**config.mk**
```make
export PLATFORM = sky130hd
export DESIGN_NAME = clock_seg_scan
export DESIGN_NICKNAME = d
export VERILOG_FILES = /design/src/rtl/clock_seg_scan.sv
export SDC_FILE = /design/constraint.sdc
export NUM_CORES = 1
export LEC_CHECK = 0
export BUFFER_PORTS_ARGS = -buffer_cell sky130_fd_sc_hd__buf_2
export CAP_MARGIN = 20
export CELL_PAD_IN_SITES_DETAIL_PLACEMENT = 1
export CELL_PAD_IN_SITES_GLOBAL_PLACEMENT = 1
export CORE_MARGIN = 4
export CORE_UTILIZATION = 46
export CTS_CLUSTER_SIZE = 16
export DETAILED_ROUTE_END_ITERATION = 7
export GPL_TIMING_DRIVEN = 0
export HOLD_SLACK_MARGIN = 0.15
export PLACE_DENSITY = 0.82
export SLEW_MARGIN = 20
export SYNTH_ARGS = -nofsm -noshare
export SYNTH_HDL_FRONTEND = slang
export SYNTH_SLANG_ARGS = --single-unit
```
**constraint.sdc**
```tcl
create_clock -name clk_100MHz -period 5.15 [get_ports clk_100MHz]
set_clock_uncertainty 0.05 [all_clocks]
set_input_delay 1.03 -clock clk_100MHz [delete_from_list [all_inputs] [get_ports clk_100MHz]]
set_output_delay 1.03 -clock clk_100MHz [all_outputs]
set_load 0.005 [all_outputs]
```
**src/rtl/clock_seg_scan.sv**
```systemverilog
// clock_seg_scan: multiplexed 4-digit common-anode seven-segment driver for a
// 12-hour clock. Hours/minutes/colon are snapshotted once per frame so a value
// never tears across digits; every digit slot begins with a blank interval.
// Optional build macro: HOUR_TENS_BLANK_EN (suppress the leading hours-tens zero).
module clock_seg_scan #(
  parameter int REFRESH_DIV  = 100_000,
  parameter int BLANK_CYCLES = 1_000
) (
  input  logic       clk_100MHz,
  input  logic       reset,
  input  logic [3:0] hours,
  input  logic [5:0] minutes,
  input  logic       colon,
  output logic [6:0] seg,
  output logic       dp,
  output logic [3:0] an
);

  localparam int CW = (REFRESH_DIV > 1) ? $clog2(REFRESH_DIV) : 1;
  localparam logic [CW-1:0] CNT_LAST  = CW'(REFRESH_DIV - 1);
  localparam logic [CW-1:0] BLANK_END = CW'(BLANK_CYCLES);
  localparam logic [CW-1:0] SNAP_CNT  = CW'(BLANK_CYCLES - 1);
  localparam logic [6:0]    SEG_OFF   = 7'b1111111;
  localparam logic [6:0]    SEG_DASH  = 7'b0111111;

  typedef enum logic {BLANK, SHOW} state_t;

  state_t        state, state_next;
  logic [CW-1:0] cnt, cnt_next;
  logic [1:0]    d, d_next;
  logic [3:0]    hours_sh, hours_nx;
  logic [5:0]    minutes_sh, minutes_nx;
  logic          colon_sh, colon_nx;
  logic          snap;
  logic          valid;
  logic [3:0]    min_tens, min_ones, hr_ones, digit;
  logic          hr_tens;
  logic [6:0]    seg_next;
  logic          dp_next;
  logic [3:0]    an_next;

  // Active-low {g..a} pattern for a decimal digit.
  function automatic logic [6:0] seven_seg(input logic [3:0] v);
    case (v)
      4'd0:    seven_seg = 7'b1000000;
      4'd1:    seven_seg = 7'b1111001;
      4'd2:    seven_seg = 7'b0100100;
      4'd3:    seven_seg = 7'b0110000;
      4'd4:    seven_seg = 7'b0011001;
      4'd5:    seven_seg = 7'b0010010;
      4'd6:    seven_seg = 7'b0000010;
      4'd7:    seven_seg = 7'b1111000;
      4'd8:    seven_seg = 7'b0000000;
      4'd9:    seven_seg = 7'b0010000;
      default: seven_seg = SEG_DASH;
    endcase
  endfunction

  // Slot counter, digit index and blank/show state for the upcoming cycle.
  always_comb begin
    cnt_next = cnt + 1'b1;
    d_next   = d;
    if (cnt == CNT_LAST) begin
      cnt_next = '0;
      d_next   = d + 2'd1;
    end
    state_next = state;
    if (state == BLANK && cnt_next == BLANK_END) state_next = SHOW;
    if (state == SHOW && cnt_next == '0)        state_next = BLANK;
  end

  // Shadow values take the live inputs on the last blank cycle before digit 0.
  always_comb begin
    snap       = (d == 2'd0) && (cnt == SNAP_CNT);
    hours_nx   = snap ? hours   : hours_sh;
    minutes_nx = snap ? minutes : minutes_sh;
    colon_nx   = snap ? colon   : colon_sh;
  end

  // Binary-to-decimal split by compare/subtract, then pick the digit in view.
  always_comb begin
    valid = (hours_nx != 4'd0) && (hours_nx <= 4'd12) && (minutes_nx <= 6'd59);
    if (minutes_nx >= 6'd50) begin
      min_tens = 4'd5; min_ones = 4'(minutes_nx - 6'd50);
    end else if (minutes_nx >= 6'd40) begin
      min_tens = 4'd4; min_ones = 4'(minutes_nx - 6'd40);
    end else if (minutes_nx >= 6'd30) begin
      min_tens = 4'd3; min_ones = 4'(minutes_nx - 6'd30);
    end else if (minutes_nx >= 6'd20) begin
      min_tens = 4'd2; min_ones = 4'(minutes_nx - 6'd20);
    end else if (minutes_nx >= 6'd10) begin
      min_tens = 4'd1; min_ones = 4'(minutes_nx - 6'd10);
    end else begin
      min_tens = 4'd0; min_ones = minutes_nx[3:0];
    end
    hr_tens = (hours_nx >= 4'd10);
    hr_ones = hr_tens ? (hours_nx - 4'd10) : hours_nx;
    case (d_next)
      2'd0:    digit = min_ones;
      2'd1:    digit = min_tens;
      2'd2:    digit = hr_ones;
      default: digit = {3'b000, hr_tens};
    endcase
  end

  // Next registered anode/cathode drive; blank slots keep everything dark.
  always_comb begin
    an_next  = 4'b1111;
    seg_next = SEG_OFF;
    dp_next  = 1'b1;
    if (state_next == SHOW) begin
      an_next[d_next] = 1'b0;
      if (!valid) begin
        seg_next = SEG_DASH;
      end else begin
        seg_next = seven_seg(digit);
        if (d_next == 2'd2) dp_next = ~colon_nx;
      end
`ifdef HOUR_TENS_BLANK_EN
      if (valid && d_next == 2'd3 && !hr_tens) begin
        an_next  = 4'b1111;
        seg_next = SEG_OFF;
      end
`else
`endif
    end
  end

  // FSM state register.
  always_ff @(posedge clk_100MHz or posedge reset) begin
    if (reset) state <= BLANK;
    else       state <= state_next;
  end

  // Counters, shadow registers and registered display outputs.
  always_ff @(posedge clk_100MHz or posedge reset) begin
    if (reset) begin
      cnt        <= '0;
      d          <= 2'd0;
      hours_sh   <= 4'd0;
      minutes_sh <= 6'd0;
      colon_sh   <= 1'b0;
      an         <= 4'b1111;
      seg        <= SEG_OFF;
      dp         <= 1'b1;
    end else begin
      cnt        <= cnt_next;
      d          <= d_next;
      hours_sh   <= hours_nx;
      minutes_sh <= minutes_nx;
      colon_sh   <= colon_nx;
      an         <= an_next;
      seg        <= seg_next;
      dp         <= dp_next;
    end
  end

endmodule

```
# After elaboration in Yosys (flattened, before gate mapping)
# Memory sizes are Yosys's and may differ from the RTL's.
# Cells that the tools add are included.
[classes]
n_addsub = 8
order_cmp = 10
eq_ne = 5
muxes = 27
bitwise_logic = 3
n_reduce_logical = 10
[ops]
columns = ["operator", "n"]
rows = [
  ["== test 17 x 10 -> 1 bit (second input constant)", 2],
  ["two-way mux 4 bit", 8],
  ["adder 17 x 1 -> 17 bit (second input constant)", 1],
  ["== test 17 bit (second input constant)", 1],
  ["zero test 17 bit", 1],
  ["two-way mux 17 bit", 1],
  ["subtractor 4 bit (second input constant)", 4],
  ["two-way mux 7 bit", 2],
  ["greater-or-equal comparator 6 x 5 -> 1 bit (second input constant)", 2],
  ["greater-or-equal comparator 6 bit (second input constant)", 2],
  ["one-hot mux 4 bit (3 select lines)", 1],
  ["two-way mux 1 bit", 8],
  ["greater-or-equal comparator 6 x 4 -> 1 bit (second input constant)", 1],
  ["less-or-equal comparator 6 bit (second input constant)", 1],
  ["logical AND 1 bit", 6],
  ["two-way mux 2 bit", 3],
  ["two-way mux 3 bit", 2],
  ["two-way mux 6 bit", 1],
  ["greater-or-equal comparator 4 bit (second input constant)", 1],
  ["less-or-equal comparator 4 bit (second input constant)", 1],
  ["zero test 2 bit", 2],
  ["NOT 4 bit", 1],
  ["nonzero test 4 bit", 1],
  ["subtractor 4 x 2 -> 4 bit (second input constant)", 1],
  ["8 further kinds", 9],
]
[totals]
reg_bits = 43
mem_bits_ro = 112
out_inout_bits = 12
wordCells = 73
n_memories = 1
[mem_list]
columns = ["memory", "depth", "width", "read_ports", "rd_ports_with_merged_regs", "write_ports", "line", "source"]
rows = [
  ["(name not given)", 16, 7, 1, 0, 0, "44", "case (v)"],
]

# Depth between registers and ports, before layout
# An unclocked memory read counts as a cell.
[logic_depth]
word_depth = 13
ltp_mapped = 21
mapped_depth_nobuf = 19

# Worst setup path before layout
# No wires, ideal clock.
[synth_path]
kind = "reg-to-reg"
start = "register d[0]"
end = "register seg[0]"
setup_ns = 0.091
arrival_ns = 3.846
required_ns = 5.009
path_slack_ns = 1.163
path_stages_with_launch = 21
path_buffers = 3
synth_period_minus_slack_ns = 3.987
path_cell_list = "dfrtp_1 > clkbuf_1 > inv_1 > ha_1 > and4bb_1 > nand3_1 > nor2_2 > buf_4 > mux2i_1 > inv_1 > ha_1 > nand2b_1 > or3b_2 > a21oi_1 > a21oi_1 > a221oi_1 > o221ai_1 > o31ai_1 > buf_2 > nor3b_1 > o31ai_1"
[synth_via]
elab_chain_cells = 13
[synth_rtl]
columns = ["item", "line", "source"]
rows = [
  ["start: declaration", "30", "logic [1:0] d, d_next;"],
  ["start signal: assignment", "148", "d <= d_next;"],
  ["zero test 2 bit *", "74", "snap = (d == 2'd0) && (cnt == SNAP_CNT);"],
  ["logical AND 1 bit *", "74", ""],
  ["two-way mux 6 bit *", "76", "minutes_nx = snap ? minutes : minutes_sh;"],
  ["via minutes_nx[1]", "32", "logic [5:0] minutes_sh, minutes_nx;"],
  ["greater-or-equal comparator 6 x 4 -> 1 bit / subtractor 4 bit (equally long branches)", "91, 92", ""],
  ["two-way mux 1 bit / two-way mux 4 bit (equally long branches)", "91", "end else if (minutes_nx >= 6'd10) begin"],
  ["two-way mux 2 bit / two-way mux 4 bit (equally long branches)", "89", "end else if (minutes_nx >= 6'd20) begin"],
  ["two-way mux 2 bit / two-way mux 4 bit (equally long branches)", "87", "end else if (minutes_nx >= 6'd30) begin"],
  ["two-way mux 3 bit / two-way mux 4 bit (equally long branches)", "85", "end else if (minutes_nx >= 6'd40) begin"],
  ["two-way mux 3 bit / two-way mux 4 bit (equally long branches)", "83", "if (minutes_nx >= 6'd50) begin"],
  ["one-hot mux 4 bit (3 select lines)", "98", "case (d_next)"],
  ["memory read (16 x 7 bit)", "n/a", ""],
  ["two-way mux 7 bit *", "113", "if (!valid) begin"],
  ["two-way mux 7 bit *", "111", "if (state_next == SHOW) begin"],
  ["via seg_next[0]", "38", "logic [6:0] seg_next;"],
  ["end signal: assignment", "153", "seg <= seg_next;"],
  ["end: declaration", "14", "output logic [6:0] seg,"],
]
# The timed path passes the listed nets; every way through them passes the cells marked *.

# Worst setup path after layout
[layout_path]
start = "register d[0]"
end = "register seg[3]"
# The elaborated chain is that of the path after synthesis.

==> results.yml <==
clock_tree:
  clockRootBuffer: "clkbuf_8"
  clock_latency_ps: 310
  postCtsHoldBufs: 0
  cts_buffer_depth: 2
  cts.sinks: 43
  cts_resized: 0
  cts_buffers: 5
  post_cts_buffers: 0
  htreeDepth: 2
  tritoncts: "yes"
  cts.clk_slew.worst_paths_ps: 90
yosys:
  synth_edf_count: 0
  synth.avg_cell_area_sq_um: 8.74
  synth_cell_types: 63
  synth_flop_cell: "dfrtp_1"
  synthesis.nets: 389
  synth_seq_cells: 43
  syn_inst: 363
  seq_area_frac_synth_pct: 34.4
  ys_warn_count: 0
  synthArstFlopShare_pct: 100
  syn_area_sq_mm: 0.00317
outcome:
  violations: "DRC"
  status: "finished, violations left"
sta:
  rsz0062_at_grt: "false"
  slew_viol_final: 0
  setup_viol: 0
  hold_violations: 0
  worstMarginPinSlew_ps: 706
  finalCritPeriodShare_pct: 92.4
  max_clock_freq_ghz: 0.210
  relSlewSlack_pct: 52.5
  min_period_ps: 4760
  setup-tns-final_ps: 0
run:
  cap_violations: 0
floorplan:
  die_y_um: 91.1
  start_util_pct: 47.0
  core_sq_mm: 0.00676
  rows: 30
  io-pin-count: 25
  fp.dieArea_sq_mm: 0.00829
  die_w_um: 91.1
pwr:
  total_leakage_power_nw: 1.47
  powerDensity_mw_per_mm2: 190
  ir_worst_vdd_v: 0.000160
placed_design:
  hpwlAfterDp_um: 6860
  port_buffers: 23
  gp_congestion: 0.876
  dp.cells: 467
grt:
  grt_use_total_pct: 22.6
  grt_start_max_net_pins: 23
  grt_pass1_wl_um: 15400
  grt_pass1_vias: 3107
  antenna_found_initial: 0
  gr-total-overflow: 0
drt:
  wl_per_cell_um: 19.2
  wl_um: 9140
  first_iter_violations: 162
  firstDrtPassIters: 6
  vias_per_cell: 6.14
  num_vias: 2916
  drc: 1
  ant_nets: 0
hold_path:
  hp-class: "reg -> reg"
worst_setup_path:
  cp_max_fo: 10
  cp-start-kind: "flop"
  crit_required_ps: 5310
  cp-end-kind: "flop"
  worst-setup-path-type: "reg -> reg"
  cp.arrival_ps: 4920
finish:
  drive_above_1_share_pct: 21.5
  finalNonFillerCells: 475
  mostFrequentLayoutCells: "36 x buf_2, 31 x dfrtp_1, 28 x nand2_1"
  fin_nets: 420
  synthToLayoutAreaGrowth_pct: 11.8
  antennaDiodeCount: 0
  final_common_cell: "buf_2"
## cells in the mapped netlist, types with 5 or more instances
| library cell | number | area [sq um] |
|---|---|---|
| nor3_1 | 9 | 45.0 |
| mux2_2 | 6 | 67.6 |
| nand3_1 | 21 | 105 |
| nand4_1 | 7 | 43.8 |
| clkbuf_1 | 8 | 30.0 |
| a31oi_1 | 5 | 31.3 |
| dfrtp_1 | 31 | 776 |
| and3_1 | 8 | 50.1 |
| ha_1 | 13 | 163 |
| xnor2_1 | 14 | 123 |
| nor2_1 | 25 | 93.8 |
| a21oi_1 | 21 | 105 |
| a211oi_1 | 5 | 37.5 |
| dfstp_2 | 12 | 315 |
| o31ai_1 | 7 | 52.6 |
| inv_1 | 19 | 71.3 |
| mux2i_1 | 8 | 80.1 |
| and2_1 | 5 | 31.3 |
| nand2b_1 | 6 | 37.5 |
| o21ai_0 | 16 | 80.1 |
| buf_2 | 14 | 70.1 |
| xor2_1 | 6 | 52.6 |
| nand2_1 | 28 | 105 |
## registers in the layout, summed over array words and instances (netlist names)
register    count
minutes_sh      6
an              4
colon_sh        1
hours_sh        4
d               2
cnt            17
state           1
seg             7
dp              1
## cell families (layout without fill, tap and decap cells)
kind of cell / after synthesis / after routing / synth area share (%)
muxes: 15 / 15 / 5.36
adders and majority gates: 13 / 13 / 5.12
buffers and inverters: 45 / 77 / 6.23
AOI/OAI and AO/OA: 88 / 88 / 19.2
xor gates and xnor gates: 20 / 20 / 5.52
and+or+nand+nor: 139 / 139 / 24.2
DFF: 43 / 43 / 34.4
## cell type report
| class | count | area, sq um |
|---|---|---|
| fill | 822 | 3210 |
| multi-input combinational | 275 | 1900 |
| sequential | 43 | 1090 |
| timing repair buffer | 24 | 143 |
| buffer | 25 | 125 |
| tap | 80 | 100 |
| inverter | 20 | 75.1 |
| clock buffer | 5 | 68.8 |
| clock inverter | 3 | 42.5 |
## layer usage
| metal | global-route usage (%) | vias to the layer above | wire length [um] | share of wire [%] |
|---|---|---|---|---|
| li1 | - | 1370 | - | - |
| met5 | 0 | - | 0 | 0 |
| met1 | 30.6 | 1470 | 4280 | 47 |
| met2 | 37.0 | 66 | 4370 | 48 |
| met3 | 3.98 | 10 | 372 | 4.1 |
| met4 | 6.78 | 0 | 120 | 1.3 |
## final timing paths
path / startpoint / to / slack (ps) / cells past startpoint
setup / recovery: d[0] / seg[3] / 390 / 20
hold / removal: cnt[14] / cnt[14] / 470 / 1
setup reg to reg: d[0] / seg[3] / 390 / 20
hold reg to reg: cnt[14] / cnt[14] / 470 / 1
max in group asynchronous: reset / minutes_sh[3] / 3850 / 3
min in group asynchronous: reset / d[1] / 710 / 2
## report_power, final
group          internal [W]  leakage (nW)  switching (W)
clock network      0.000145        0.0562       0.000134
registers          0.000339         0.519    0.000000859
logic             0.0000207         0.893      0.0000365
## stage by stage
step | power, W | utilization, % | worst slack [ps] | instance area (sq um) | hold WS (ps)
2_1_floorplan | 0.000381 | - | 1160 | 3170 | 384
3_3_place_gp | 0.000398 | 50.2 | 319 | 3390 | 425
3_5_place_dp | 0.000402 | 50.6 | 232 | 3420 | 462
4_1_cts | 0.000675 | 52.2 | 201 | 3530 | 478
5_1_grt | 0.000702 | 52.5 | 36.4 | 3550 | 503
6_report | 0.000676 | 52.5 | 392 | 3550 | 474
## worst max-delay path: stages, from the launching register on
cell      delay (ps)
dfrtp_1          380
clkbuf_1         200
inv_1            120
ha_1             150
and4bb_1         240
nand3_1          140
nor2_4           210
buf_4            260
mux2i_4          300
inv_1            120
ha_1             260
nand2b_1         140
or3b_2           450
a21oi_1          160
a21oi_1           80
a221oi_1         380
o221ai_1         210
o31ai_1          150
clkbuf_4         290
nor3b_1           80
o31ai_1          280
(Power assumes the default switching activity.)
